File: config.mk
export PLATFORM = sky130hd
export DESIGN_NAME = dmem_store_responder_flat
export DESIGN_NICKNAME = d
export VERILOG_FILES = /design/src/rtl/dmem_store_responder_if.sv /design/src/rtl/dmem_store_responder.sv /design/src/flat_wrapper.sv
export SDC_FILE = /design/constraint.sdc
export NUM_CORES = 2
export LEC_CHECK = 0
export BUFFER_PORTS_ARGS = -buffer_cell sky130_fd_sc_hd__buf_2
export CAP_MARGIN = 0
export CORE_MARGIN = 2
export CORE_UTILIZATION = 55
export DETAILED_ROUTE_END_ITERATION = 12
export PLACE_DENSITY = 0.79
export SYNTH_ARGS = -nofsm -noshare
export SYNTH_HDL_FRONTEND = slang
export SYNTH_SLANG_ARGS = --single-unit
File: constraint.sdc
create_clock -name clk -period 14.7 [get_ports clk]
set_clock_uncertainty 0.15 [all_clocks]
set_input_delay 1.47 -clock clk [delete_from_list [all_inputs] [get_ports clk]]
set_output_delay 1.47 -clock clk [all_outputs]
set_load 0.05 [all_outputs]
File: src/rtl/dmem_store_responder_if.sv
// Store/load bus between the core datapath (master) and dmem_store_responder (slave).
//   MemWrite, MemRead, DataAdr, WriteData, DrainHold : core -> responder
//   ReadData, Stall, Pending, Done, Pass              : responder -> core
// DEPTH must match the DEPTH of the responder it is connected to.
interface dmem_store_responder_if #(
  parameter int unsigned DEPTH = 4
);
  logic                     MemWrite;
  logic                     MemRead;
  logic [31:0]              DataAdr;
  logic [31:0]              WriteData;
  logic                     DrainHold;
  logic [31:0]              ReadData;
  logic                     Stall;
  logic [$clog2(DEPTH):0]   Pending;
  logic                     Done;
  logic                     Pass;

  modport master (
    output MemWrite, MemRead, DataAdr, WriteData, DrainHold,
    input  ReadData, Stall, Pending, Done, Pass
  );

  modport slave (
    input  MemWrite, MemRead, DataAdr, WriteData, DrainHold,
    output ReadData, Stall, Pending, Done, Pass
  );
endinterface

File: src/rtl/dmem_store_responder.sv
// Data-memory store responder with a posted FIFO write buffer.
// Stores are queued and drained one per cycle into a word-addressed RAM whenever the single
// RAM port is not taken by a load (MemRead) and DrainHold is low. Loads are combinational and
// forward from the newest buffered store to the same word index.
// Ports:
//   clk   - clock, all state on rising edge
//   reset - synchronous, active-high; discards buffered stores (RAM contents kept)
//   bus   - dmem_store_responder_if.slave (MemWrite/MemRead/DataAdr/WriteData/DrainHold in,
//           ReadData/Stall/Pending/Done/Pass out)
// Optional feature: define STORE_MONITOR_EN to enable the PASS_ADR/PASS_VAL store monitor
// driving Done/Pass; otherwise both are tied low.
module dmem_store_responder #(
  parameter int unsigned DEPTH    = 4,
  parameter int unsigned AW       = 6,
  parameter logic [31:0] PASS_ADR = 32'd100,
  parameter logic [31:0] PASS_VAL = 32'd25
) (
  input logic                   clk,
  input logic                   reset,
  dmem_store_responder_if.slave bus
);
  localparam int unsigned PW = $clog2(DEPTH);

  logic [AW-1:0] idx_q  [DEPTH];
  logic [31:0]   data_q [DEPTH];
  logic [31:0]   ram    [2**AW];
  // Extra wrap bit distinguishes full from empty.
  logic [PW:0]   head_q, tail_q;
  logic [PW:0]   pending;
  logic          full, empty, enq, drn;
  logic [AW-1:0] adr_idx;
  logic [AW-1:0] head_idx;
  logic [31:0]   head_data;
  logic [31:0]   rdata;
  logic [PW-1:0] slot;

  assign adr_idx   = bus.DataAdr[AW+1:2];
  assign pending   = tail_q - head_q;
  assign full      = (pending == (PW+1)'(DEPTH));
  assign empty     = (pending == '0);
  assign enq       = bus.MemWrite && !full;
  assign drn       = !empty && !bus.MemRead && !bus.DrainHold;
  assign head_idx  = idx_q[head_q[PW-1:0]];
  assign head_data = data_q[head_q[PW-1:0]];

  always_ff @(posedge clk) begin
    if (reset) begin
      head_q <= '0;
      tail_q <= '0;
    end else begin
      if (enq) tail_q <= tail_q + (PW+1)'(1);
      if (drn) head_q <= head_q + (PW+1)'(1);
    end
  end

  // Buffer payload and RAM are not reset; only the pointers qualify validity.
  always_ff @(posedge clk) begin
    if (!reset && enq) begin
      idx_q[tail_q[PW-1:0]]  <= adr_idx;
      data_q[tail_q[PW-1:0]] <= bus.WriteData;
    end
  end

  always_ff @(posedge clk) begin
    if (!reset && drn) ram[head_idx] <= head_data;
  end

  // Walk valid entries oldest to newest so the last match (newest) wins.
  always_comb begin
    rdata = ram[adr_idx];
    slot  = '0;
    for (int i = 0; i < DEPTH; i++) begin
      slot = head_q[PW-1:0] + PW'(i);
      if (((PW+1)'(i) < pending) && (idx_q[slot] == adr_idx)) rdata = data_q[slot];
    end
  end

  assign bus.ReadData = rdata;
  assign bus.Stall    = bus.MemWrite && full;
  assign bus.Pending  = pending;

  logic unused_adr;
  assign unused_adr = ^{bus.DataAdr[31:AW+2], bus.DataAdr[1:0]};

`ifdef STORE_MONITOR_EN
  logic done_q, pass_q;

  // Only the first accepted store to PASS_ADR is judged; the verdict is sticky.
  always_ff @(posedge clk) begin
    if (reset) begin
      done_q <= 1'b0;
      pass_q <= 1'b0;
    end else if (enq && !done_q && (bus.DataAdr == PASS_ADR)) begin
      done_q <= 1'b1;
      pass_q <= (bus.WriteData == PASS_VAL);
    end
  end

  assign bus.Done = done_q;
  assign bus.Pass = pass_q;
`else
  logic unused_cfg;
  assign unused_cfg = ^{PASS_ADR, PASS_VAL};
  assign bus.Done   = 1'b0;
  assign bus.Pass   = 1'b0;
`endif
endmodule

File: src/flat_wrapper.sv
// flat-port wrapper written by rule: the top's interface ports become plain ports
module dmem_store_responder_flat 
#(
  parameter int unsigned DEPTH    = 4,
  parameter int unsigned AW       = 6,
  parameter logic [31:0] PASS_ADR = 32'd100,
  parameter logic [31:0] PASS_VAL = 32'd25
)
  (clk, reset, bus_MemWrite, bus_MemRead, bus_DataAdr, bus_WriteData, bus_DrainHold, bus_ReadData, bus_Stall, bus_Pending, bus_Done, bus_Pass);
  dmem_store_responder_if #(.DEPTH(DEPTH)) bus_i ();
  input logic clk;
  input logic reset;
  input wire logic [$bits(bus_i.MemWrite)-1:0] bus_MemWrite;
  input wire logic [$bits(bus_i.MemRead)-1:0] bus_MemRead;
  input wire logic [$bits(bus_i.DataAdr)-1:0] bus_DataAdr;
  input wire logic [$bits(bus_i.WriteData)-1:0] bus_WriteData;
  input wire logic [$bits(bus_i.DrainHold)-1:0] bus_DrainHold;
  output wire logic [$bits(bus_i.ReadData)-1:0] bus_ReadData;
  output wire logic [$bits(bus_i.Stall)-1:0] bus_Stall;
  output wire logic [$bits(bus_i.Pending)-1:0] bus_Pending;
  output wire logic [$bits(bus_i.Done)-1:0] bus_Done;
  output wire logic [$bits(bus_i.Pass)-1:0] bus_Pass;
  assign bus_i.MemWrite = bus_MemWrite;
  assign bus_i.MemRead = bus_MemRead;
  assign bus_i.DataAdr = bus_DataAdr;
  assign bus_i.WriteData = bus_WriteData;
  assign bus_i.DrainHold = bus_DrainHold;
  assign bus_ReadData = bus_i.ReadData;
  assign bus_Stall = bus_i.Stall;
  assign bus_Pending = bus_i.Pending;
  assign bus_Done = bus_i.Done;
  assign bus_Pass = bus_i.Pass;
  dmem_store_responder #(.DEPTH(DEPTH), .AW(AW), .PASS_ADR(PASS_ADR), .PASS_VAL(PASS_VAL)) u_core (.clk(clk), .reset(reset), .bus(bus_i));
endmodule
==> impl_metrics.json <==
{
  "cp-startpoint": "bus_DataAdr[3]",
  "period_share_pct": 54.0,
  "synth_top_cell_area_share_pct": 75.1,
  "first_iter_violations": 7058,
  "tightest_slew_ns": 1.36,
  "clock_path_buffers": 3,
  "start_kind": "input pin",
  "crit_required_ns": 13.08,
  "slew_headroom_pct": 9.31,
  "synthFlopType": "edfxtp_1",
  "cp-endpoint": "bus_ReadData[26]",
  "routed_wl_um": 222000,
  "grtUsageTotal_pct": 27.2,
  "synth_top_family_by_area": "multiplexers",
  "cts_root_buf": "clkbuf_16",
  "yosysSeqAreaShare_pct": 75.3,
  "final_cell_mix": "2200 x edfxtp_1, 663 x mux4_2, 202 x clkbuf_16, 152 x a22oi_1",
  "grt_pass1_wl_um": 319000,
  "cts_tree": "yes",
  "met3_usage_pct": 5.23,
  "fin_nets": 4238,
  "end_kind": "output pin",
  "place.detailed.hpwl_um": 115000,
  "rr_startpoint": "u_core.head_q[1]$_SDFFE_PP0P_",
  "synthCells": 4009,
  "core.rowCount": 146,
  "first_pass_iters": 6,
  "area_delta_synth_final_pct": 11.1,
  "wl_per_cell_um": 34.6,
  "core_sq_um": 159000,
  "synth_largest_area_cell": "edfxtp_1",
  "yosys-top-cells-area": "edfxtp_1 75%, mux4_2 17%, a22oi_1 1.3%",
  "worstPathArrival_ns": 6.32,
  "yosysUniqueCellTypes": 55,
  "grt_max_degree": 95,
  "numPortBuffers": 78,
  "setup_tns_ns": 0,
  "seqCellArea_sq_um": 66200,
  "ctsHoldBuffers": 0,
  "initial_core_util_pct": 55.5,
  "die_h_um": 404,
  "synthMuxAreaShare_pct": 17.3,
  "rrSetupSlack_ns": 8.92,
  "hold_slack_ns": 0.376,
  "status": "completed",
  "cts_buffers": 198,
  "drt-vias-per-instance": 7.10,
  "fillCellCount": 10200,
  "p_per_area_nw_per_um2": 141,
  "yosys.area_share.adder_pct": 0.108,
  "io_pins": 107,
  "grt.met1_usage_pct": 35.7,
  "grt_remaining_overflow": 0,
  "mostFrequentLayoutCell": "edfxtp_1",
  "ys_warn_count": 0,
  "grt_pass1_vias": 45900,
  "syn_area_per_cell_sq_um": 21.9,
  "p_leak_nw": 29.6,
  "min-delay-path-class": "reg2reg",
  "cts_resized": 0,
  "rsz0062_at_grt": "false",
  "finalHoldViolations": 0,
  "vias": 45500,
  "worstPathMaxFanout": 72,
  "cts_setup_buffers": 0,
  "maxCapViolations": 0,
  "clock-sinks": 2208,
  "antenna_found_initial": 5,
  "drive_above_1_share_pct": 28.8,
  "netlist_area_sq_um": 87900,
  "fin_crit_ns": 7.94,
  "synth_compound_area_share_pct": 3.87,
  "ant_nets": 0,
  "clkTransAtPathRegs_ns": 0.06,
  "clock_latency_ns": 0.83,
  "path_class": "in2out",
  "yosys.area_share.simple_pct": 1.58,
  "synth-xor-area-share_pct": 0.333,
  "drc": 0,
  "fp.dieW_um": 404,
  "multi_input_area_sq_um": 20900,
  "synth-async-reset-ratio_pct": 0,
  "globalRouteMet2Util_pct": 44.4,
  "synth-edff-count": 2200,
  "r2r_cells": 10,
  "htreeDepth": 4,
  "r2r_end": "u_core.ram[7][12]$_DFFE_PP_",
  "die-area_sq_um": 163000,
  "slew_viol_final": 0,
  "max_freq_ghz": 0.126,
  "ir_worst_vdd_uv": 126,
  "synth_seq_cells": 2208,
  "finalSetupViolations": 0,
  "place.gp.congestion": 0.794,
  "final_util_pct": 61.6,
  "busiest_layer": "met2"
}
[worst min-delay path by stage]
| stage | startpoint | end | slack [ns] | depth (start not counted) |
|---|---|---|---|---|
| 2_1_floorplan | u_core.tail_q[2]$_SDFFE_PP0N_ | u_core.tail_q[2]$_SDFFE_PP0N_ | 0.33 | 2 |
| 3_3_place_gp | u_core.tail_q[2]$_SDFFE_PP0N_ | u_core.tail_q[2]$_SDFFE_PP0N_ | 0.35 | 2 |
| 3_5_place_dp | u_core.tail_q[2]$_SDFFE_PP0N_ | u_core.tail_q[2]$_SDFFE_PP0N_ | 0.37 | 2 |
| 4_1_cts | u_core.tail_q[2]$_SDFFE_PP0N_ | u_core.tail_q[2]$_SDFFE_PP0N_ | 0.38 | 2 |
| 5_1_grt | u_core.tail_q[2]$_SDFFE_PP0N_ | u_core.tail_q[2]$_SDFFE_PP0N_ | 0.42 | 2 |
| 6_report | u_core.tail_q[2]$_SDFFE_PP0N_ | u_core.tail_q[2]$_SDFFE_PP0N_ | 0.38 | 2 |
[synthesized netlist by cell type, types with 8 or more instances]
master	number
o31ai_1	19
edfxtp_1	2200
o21ai_0	52
buf_6	10
a211oi_1	83
buf_2	71
clkbuf_1	116
xnor2_1	21
dfxtp_1	8
xor2_1	8
o22a_1	18
a211o_1	24
mux4_2	663
nor3_1	16
nand2_1	93
a21oi_1	127
a22oi_1	152
nand4_1	12
o221ai_1	12
buf_1	24
or4_1	19
buf_4	33
nor2_1	128
mux2i_1	27
[through the flow]
step / std cells / total power [mW] / cell area [sq um] / setup slack [ns]
global placement: 6034 / 8.60 / 91200 / 6.75
global route: 6401 / 14.0 / 97600 / 6.38
floorplan: 4010 / 8.24 / 87900 / 8.65
CTS: 6399 / 13.7 / 97600 / 6.67
detailed placement: 6034 / 8.65 / 91200 / 6.80
finish: 6406 / 13.7 / 97700 / 6.76
[power breakdown]
part           total (mW)  internal (mW)  switching (mW)
registers            7.28           7.25          0.0353
clock network        5.19           2.90            2.29
logic                1.26          0.390           0.871
[logic make-up (layout without fill, tap and decap cells)]
logic type / after synthesis / in the layout
AO/OA/AOI/OAI: 500 / 500
XOR/XNOR: 31 / 31
adder cells (fa/ha/maj): 7 / 7
buffers and inverters: 264 / 581
flip-flops: 2208 / 2208
multiplexers: 692 / 692
other: 1 / 9
AND/OR/NAND/NOR: 306 / 306
[layer usage]
metal | vias to the layer above | wire [um]
met5 | - | 8
met3 | 574 | 23300
met2 | 3460 | 110000
li1 | 17500 | -
met4 | 2 | 11300
met1 | 23900 | 76500
[state kept, by name, summed over array words and instances, names as in the netlist, named ones only]
name,cells
u_core.ram,2048
u_core.tail_q,3
u_core.head_q,3
u_core.data_q,128
u_core.idx_q,24
[area by class of cell]
cell class	instances	share of cell area, %
flip-flops and latches	2208	67.8
multi-input cells	1538	21.5
clock buffers	243	5.36
well taps	2072	2.65
repair buffers	207	1.45
clock inverters	122	1.21
inverters	9	0.0346
diodes	7	0.0179
[critical path, stage by stage]
cell and delay, ns:
buf_8 0.51, buf_4 0.73, buf_4 0.90, mux4_2 0.38, a211oi_1 0.11, a211oi_1 0.76
nor2_1 0.09, nand4_1 0.27, o221ai_1 0.17, a211oi_1 0.40, buf_2 0.35
(Power assumes the default switching activity.)
